===== config.mk =====
export PLATFORM = sky130hd
export DESIGN_NAME = cim_cmd_issuer
export DESIGN_NICKNAME = d
export VERILOG_FILES = /design/src/rtl/cim_cmd_issuer.sv
export SDC_FILE = /design/constraint.sdc
export NUM_CORES = 1
export LEC_CHECK = 0
export CAP_MARGIN = 20
export CORE_MARGIN = 1.5
export CORE_UTILIZATION = 46
export CTS_CLUSTER_DIAMETER = 60
export CTS_CLUSTER_SIZE = 24
export DETAILED_ROUTE_END_ITERATION = 6
export HOLD_SLACK_MARGIN = 0.08
export PLACE_DENSITY_LB_ADDON = 0.08
export SLEW_MARGIN = 20
export SYNTH_ARGS = -nofsm -noshare
export SYNTH_HDL_FRONTEND = slang
export SYNTH_SLANG_ARGS = --single-unit

===== constraint.sdc =====
create_clock -name clk -period 2.4 [get_ports clk]
set_clock_uncertainty 0.2 [all_clocks]
set_input_delay 0.48 -clock clk [delete_from_list [all_inputs] [get_ports clk]]
set_output_delay 0.48 -clock clk [all_outputs]
set_load 0.02 [all_outputs]

===== src/rtl/cim_cmd_issuer.sv =====
// Command issuer for the CIM macro: buffers host instruction words in a small FIFO
// and issues them in order as compute or one-cycle load/store commands.
module cim_cmd_issuer #(
  parameter int unsigned DEPTH   = 4,
  parameter int unsigned Col_num = 16
) (
  input  logic               clk,
  input  logic               rst,
  input  logic               cmd_valid,
  output logic               cmd_ready,
  input  logic [31:0]        cmd_data,
  output logic               Compute_valid,
  input  logic               Compute_ready,
  output logic [24:0]        Compute_command,
  output logic               ExLdSt_valid,
  output logic [6:0]         ExLdSt_command,
  output logic [Col_num-1:0] ExLdSt_wr_data,
  input  logic [Col_num-1:0] ExLdSt_rd_data,
  output logic [Col_num-1:0] rd_data,
  output logic               rd_valid,
  output logic               busy
);

  localparam int unsigned PTR_W = (DEPTH > 1) ? $clog2(DEPTH) : 1;
  localparam int unsigned CNT_W = PTR_W + 1;

  typedef enum logic [1:0] {IDLE, CMP, LDST} state_t;

  state_t             state, state_nxt;
  logic [25:0]        mem [DEPTH];
  logic [PTR_W-1:0]   wptr, rptr;
  logic [CNT_W-1:0]   count;
  logic [25:0]        head;
  logic               push, pop, leave, head_ls;
  logic               unused_bits;

  // Only the type bit and the low 25 bits carry meaning; the rest is dropped at entry.
  assign unused_bits = ^cmd_data[30:25];

  assign cmd_ready = (count != CNT_W'(DEPTH));
  assign push      = cmd_valid && cmd_ready;
  assign head      = mem[rptr];
  assign head_ls   = head[25];
  assign busy      = (count != '0) || (state != IDLE);

  always_comb begin
    leave = 1'b1;
    case (state)
      CMP:     leave = Compute_ready;
      default: leave = 1'b1;
    endcase
    pop       = leave && (count != '0);
    state_nxt = state;
    if (leave) begin
      if (!pop)         state_nxt = IDLE;
      else if (head_ls) state_nxt = LDST;
      else              state_nxt = CMP;
    end
  end

  always_ff @(posedge clk) begin
    if (rst) state <= IDLE;
    else     state <= state_nxt;
  end

  always_ff @(posedge clk) begin
    if (push) mem[wptr] <= {cmd_data[31], cmd_data[24:0]};
  end

  always_ff @(posedge clk) begin
    if (rst) begin
      wptr  <= '0;
      rptr  <= '0;
      count <= '0;
    end else begin
      if (push) wptr <= wptr + 1'b1;
      if (pop)  rptr <= rptr + 1'b1;
      count <= count + CNT_W'(push) - CNT_W'(pop);
    end
  end

  // Issue registers are reloaded only on the edge that leaves the current state,
  // which keeps a stalled compute command stable and zeroes outputs when going idle.
  always_ff @(posedge clk) begin
    if (rst) begin
      Compute_valid   <= 1'b0;
      Compute_command <= '0;
      ExLdSt_valid    <= 1'b0;
      ExLdSt_command  <= '0;
      ExLdSt_wr_data  <= '0;
      rd_data         <= '0;
      rd_valid        <= 1'b0;
    end else begin
      rd_valid <= 1'b0;
      if (state == LDST && !ExLdSt_command[6]) begin
        rd_data  <= ExLdSt_rd_data;
        rd_valid <= 1'b1;
      end
      if (leave) begin
        Compute_valid   <= pop && !head_ls;
        Compute_command <= (pop && !head_ls) ? head[24:0] : '0;
        ExLdSt_valid    <= pop && head_ls;
        ExLdSt_command  <= (pop && head_ls) ? head[6:0] : '0;
        ExLdSt_wr_data  <= (pop && head_ls) ? Col_num'(head[22:7]) : '0;
      end
    end
  end

endmodule


== Word level (Yosys, flattened, before mapping) ==
Memory sizes are Yosys's and may differ from the RTL's. A register that Yosys moved wholly into a read port is not among the register bits.
Index checks and enable logic that the tools add are counted.
Cells by class
  shifts and indexed selects: 0
  reduce and logical (&&, ||, !) cells: 10
  multiply operators: 0
  div/mod/pow operators: 0
  $lt $le $gt $ge: 0
  eq/ne operators: 3
  bitwise logic cells: 0
  add/sub/neg operators: 4
  mux-type cells: 11
Operators with widths (number)
  25-bit 2-to-1 mux: 1
  16-bit 2-to-1 mux: 1
  2-bit 2-to-1 mux: 4
  7-bit 2-to-1 mux: 1
  1-bit logical AND: 5
  2-bit by 1-bit adder with 2-bit output, second input constant: 2
  1-bit 2-to-1 mux: 4
  3-bit by 1-bit adder with 3-bit output: 1
  3-bit inequality test, second input constant: 1
  3-bit nonzero test: 1
  3-bit by 1-bit subtractor with 3-bit output: 1
  2-bit by 1-bit == test with 1-bit output, second input constant: 1
  2-bit == test, second input constant: 1
  1-bit zero test: 2
  2-bit nonzero test: 1
  1-bit logical OR: 1
Word-level totals
  register bits: 76
  ROM bits: 0
  latch bits: 0
  output and inout port bits: 69
  RAM bits: 104
  memories kept: 1
  input bits: 52
Memories
  mem: depth 4, bits a word 26, read ports 1, clocked after Yosys merged registers in 1, write ports 1, line 30  | logic [25:0] mem [DEPTH];

== Longest topological paths before layout ==
Gate-level depths: netlist (run 1).
  depth after elaboration: 5
  depth in mapped cells: 11
  gate-level depth less buffers: 10

== Least setup slack after synthesis (run 1) ==
OpenSTA, ideal clock, no wires.
  path kind: flip-flop to flip-flop
  from: register count[1]
  to: register count[2]
  required time: 2122 ps
  arrival: 2367 ps
  setup time: 78 ps
  cell stages (with the launch flop): 12
  setup slack: -245 ps
  period minus slack after synthesis: 2645 ps
  cells stage by stage: dfxtp_1 -> or3b_2 -> clkbuf_1 -> nand2_1 -> ha_1 -> inv_1 -> ha_1 -> inv_1 -> fa_1 -> xor2_1 -> and2_1 -> nor3_1
Between the ends
  cells in the longest elaborated chain, start to end: 4
  elaborated cells on any way between the ends: 6
RTL lines
  from (decl): line 32  | logic [CNT_W-1:0] count;
  from (signal assigned): line 78  | count <= count + CNT_W'(push) - CNT_W'(pop);
  3-bit inequality test: line 40  | assign cmd_ready = (count != CNT_W'(DEPTH));
  via cmd_ready: line 10  | output logic cmd_ready,
  1-bit logical AND: line 41  | assign push = cmd_valid && cmd_ready;
  3-bit by 1-bit adder with 3-bit output: line 78
  3-bit by 1-bit subtractor with 3-bit output: line 78
The timed path passes the listed nets, and every way through them passes these cells.
A chain may end at the register's enable or synchronous reset.

== Final worst setup path (run 1) ==
  from: register count[1]
  to: output cmd_ready
Between the ends
  cells in the longest elaborated chain, start to end: 1
RTL lines (line)
  3-bit inequality test: 40
  to (decl): 10
No other way between the ends.

==> results of run 1 <==
## registers in the layout (all words and copies together) (netlist names), named ones only
register / cells
mem: 104
Compute_command: 25
ExLdSt_wr_data: 16
rd_data: 16
ExLdSt_command: 7
count: 3
rptr: 2
state: 2
wptr: 2
rd_valid: 1
## path summary, 6_finish.rpt
kind / start / end / slack [ns] / depth (start not counted)
hold reg to reg: rd_data[15] / rd_data[15] / 0.25 / 2
setup reg to reg: count[1] / count[2] / 0.05 / 10
setup / recovery: count[1] / cmd_ready / 0.05 / 3
hold / removal: rd_data[15] / rd_data[15] / 0.25 / 2
## layout by cell type (no fill, tap or decap), types with 2 or more instances in the layout
cell type | netlist | layout
clkdlybuf4s50_1 | 0 | 112
nor2_1 | 5 | 5
mux4_2 | 24 | 24
a22o_1 | 35 | 35
a22o_2 | 13 | 13
dfxtp_2 | 0 | 3
clkinv_2 | 0 | 3
nand3_1 | 2 | 2
dfxtp_1 | 76 | 72
ha_1 | 6 | 6
edfxtp_1 | 104 | 104
buf_12 | 0 | 7
nand2_1 | 34 | 33
and3_2 | 0 | 4
clkbuf_16 | 0 | 17
dlygate4sd2_1 | 0 | 2
buf_4 | 0 | 16
a21oi_1 | 21 | 21
a21o_1 | 2 | 2
inv_1 | 5 | 5
mux4_1 | 2 | 2
clkbuf_1 | 11 | 8
## stage by stage
step                instances  total power, uW
floorplan                 374             5870
global placement          662             7010
detailed placement        662             7080
CTS                       694             9590
global route              696             9960
finish                    696             9490
## cells in the mapped netlist, types with 2 or more instances
master    number
a21o_1         2
a21oi_1       21
a22o_1        35
a22o_2        13
and3_1         4
buf_2          7
buf_6          3
clkbuf_1      11
dfxtp_1       76
edfxtp_1     104
ha_1           6
inv_1          5
mux4_1         2
mux4_2        24
nand2_1       34
nand3_1        2
nor2_1         5
or3b_2         2
## worst max-delay path, delay by kind of cell, from the launching register on
family                 cells  cell delay, ns
AND/OR/NAND/NOR            1            0.41
flip-flops                 1            0.36
buffers and inverters      2            0.49
## logic make-up (layout without fill, tap and decap cells)
group	after synthesis	in the layout	synth area share, %
simple gates	59	59	5.10
mux	26	26	9.31
xor+xnor	1	1	0.137
fa+ha+maj	7	7	1.49
flops	180	180	72.9
compound gates	73	73	8.93
buf+inv	28	174	2.16
## power breakdown
part	internal, uW	switching (uW)	leakage [uW]
combinational	1470	1440	0.00110
clock	1450	1060	0.000258
sequential	3800	270	0.00157
total	6720	2770	0.00293
## cell type report
| class | instances | share of cell area [%] |
|---|---|---|
| flip-flops and latches | 180 | 55.2 |
| inverters | 5 | 0.223 |
| multi-input cells | 166 | 19.1 |
| repair buffers | 137 | 16.6 |
| well taps | 176 | 2.61 |
| clock buffers | 26 | 5.57 |
| clock inverters | 6 | 0.683 |
## what timing repair did
| action | 4_1_cts | 5_1_grt |
|---|---|---|
| setup buffers | 0 | 2 |
| endpoints found under the setup margin | 2 | 2 |
| gates resized for setup | 2 | 2 |
| hold endpoints to repair | 0 | 0 |
## routing by layer
layer | track usage (%) | routed length, um
met5 | 0 | 0
met4 | 6.69 | 190
met3 | 5.47 | 625
met2 | 28.7 | 5900
met1 | 24.0 | 5640
==> impl_metrics.ini, run 1 <==
[status]
status = completed

[worst_setup_path]
crit_path_start_kind = register
cp_data_arrival_time_ns = 1.67
slowest_delay_ns = 0.41
slowest_stage = or3b_4
cp-end-kind = primary output
critPathMaxFanout = 9
required_ns = 1.72
cp_cell_sequence = or3b_4 -> buf_4 -> dlygate4sd2_1
critical_path_class = reg2out

[placement]
dp_hpwl_mm = 7.85
routabilityCongestion = 0.751
place_area_mm2 = 0.00788
portBuffers = 114
post-place-ws_ns = -0.380

[cells_and_area]
final_util_pct = 62.9
fin_nets = 566
design_area_mm2 = 0.00843
nFillCells = 1022
multi_input_area_mm2 = 0.00161
synthToLayoutAreaGrowth_pct = 32.2
antenna_cells = 0
drive_gt1_share_pct = 19.6
final-seq-area_mm2 = 0.00465

[sta]
fin_crit_sh_pct = 98.1
hold_slack_ns = 0.254
finalHoldViolCount = 0
rsz0062_at_grt = yes
fmax_ghz = 0.425
worst_slack_ns = 0.0461
min_period_ns = 2.35
slew_headroom_pct = 74.4
maxSlewViolCount = 0
tns_ns = 0
setup_viol = 0
tightest_slew_ns = 0.383

[run]
maxCapViolCount = 0

[routing]
drtIter0Drc = 166
wl_per_cell_um = 17.8
firstDrtPassIters = 4
ant_nets = 0
drc = 0
vias = 3655
vias_per_cell = 5.25
routed_wirelength_mm = 12.4

[global_routing]
overflow = 0
grt_max_degree = 34
grt_pass1_vias = 3723
track_usage_pct = 18.2
antenna_found_initial = 0
grt_pass1_wl_mm = 19.7

[clock_network]
cts_buffers = 17
path_clk_slew_ns = 0.06
cts_max_level = 4
cts_hold_buf = 0
cts_sinks = 180
cts_root_buf = clkbuf_16
cts_buffer_depth = 2
clkLatencyLatePin_ns = 0.42
cts_tree = done

[synthesis]
avgSynthCellArea_um2 = 17.0
mappedNetlistNets = 433
synth_area_mm2 = 0.00637
yosys-top-cells-area = edfxtp_1 49%, dfxtp_1 24%, mux4_2 8.5%
syn_inst = 374
synth_ff_type = edfxtp_1
ys_types = 36
async_flop_share_pct = 0
ys_warn_count = 0
yosys_register_bits = 180
seq_area_frac_synth_pct = 72.9
yosysTopAreaCell = edfxtp_1
synth_top_area_share_pct = 49.0
synth-edff-count = 104

[power]
leakagePower_uw = 0.00293
ir_drop_v = 0.000665
power_density_mw_per_mm2 = 1130

[floorplan]
rows = 42
die_w_um = 121
io_pins = 121
core_mm2 = 0.0134
start_util_pct = 47.6
die-area_mm2 = 0.0146
die_y_um = 121

[hold_path]
min_path_type = reg2reg
Note: power is estimated with default switching activity, not from simulation.
==> run 2: changes to the inputs <==
--- a/config.mk
+++ b/config.mk
@@ -11,6 +11,7 @@
 export CTS_CLUSTER_DIAMETER = 60
 export CTS_CLUSTER_SIZE = 24
 export DETAILED_ROUTE_END_ITERATION = 6
+export GPL_ROUTABILITY_DRIVEN = 0
 export HOLD_SLACK_MARGIN = 0.08
 export PLACE_DENSITY_LB_ADDON = 0.08
 export SLEW_MARGIN = 20
==> results of run 2 <==
No change in the layout: final DEF, timing and power equal those of run 1.
==> run 3: changes to the inputs <==
--- a/config.mk
+++ b/config.mk
@@ -5,13 +5,14 @@
 export SDC_FILE = /design/constraint.sdc
 export NUM_CORES = 1
 export LEC_CHECK = 0
+export ABC_CLOCK_PERIOD_IN_PS = 2400
 export CAP_MARGIN = 20
 export CORE_MARGIN = 1.5
 export CORE_UTILIZATION = 46
 export CTS_CLUSTER_DIAMETER = 60
 export CTS_CLUSTER_SIZE = 24
 export DETAILED_ROUTE_END_ITERATION = 6
-export GPL_ROUTABILITY_DRIVEN = 0
+export GPL_ROUTABILITY_DRIVEN = 1
 export HOLD_SLACK_MARGIN = 0.08
 export PLACE_DENSITY_LB_ADDON = 0.08
 export SLEW_MARGIN = 20
==> results of run 3 <==
No change in the layout: final DEF, timing and power equal those of run 1.
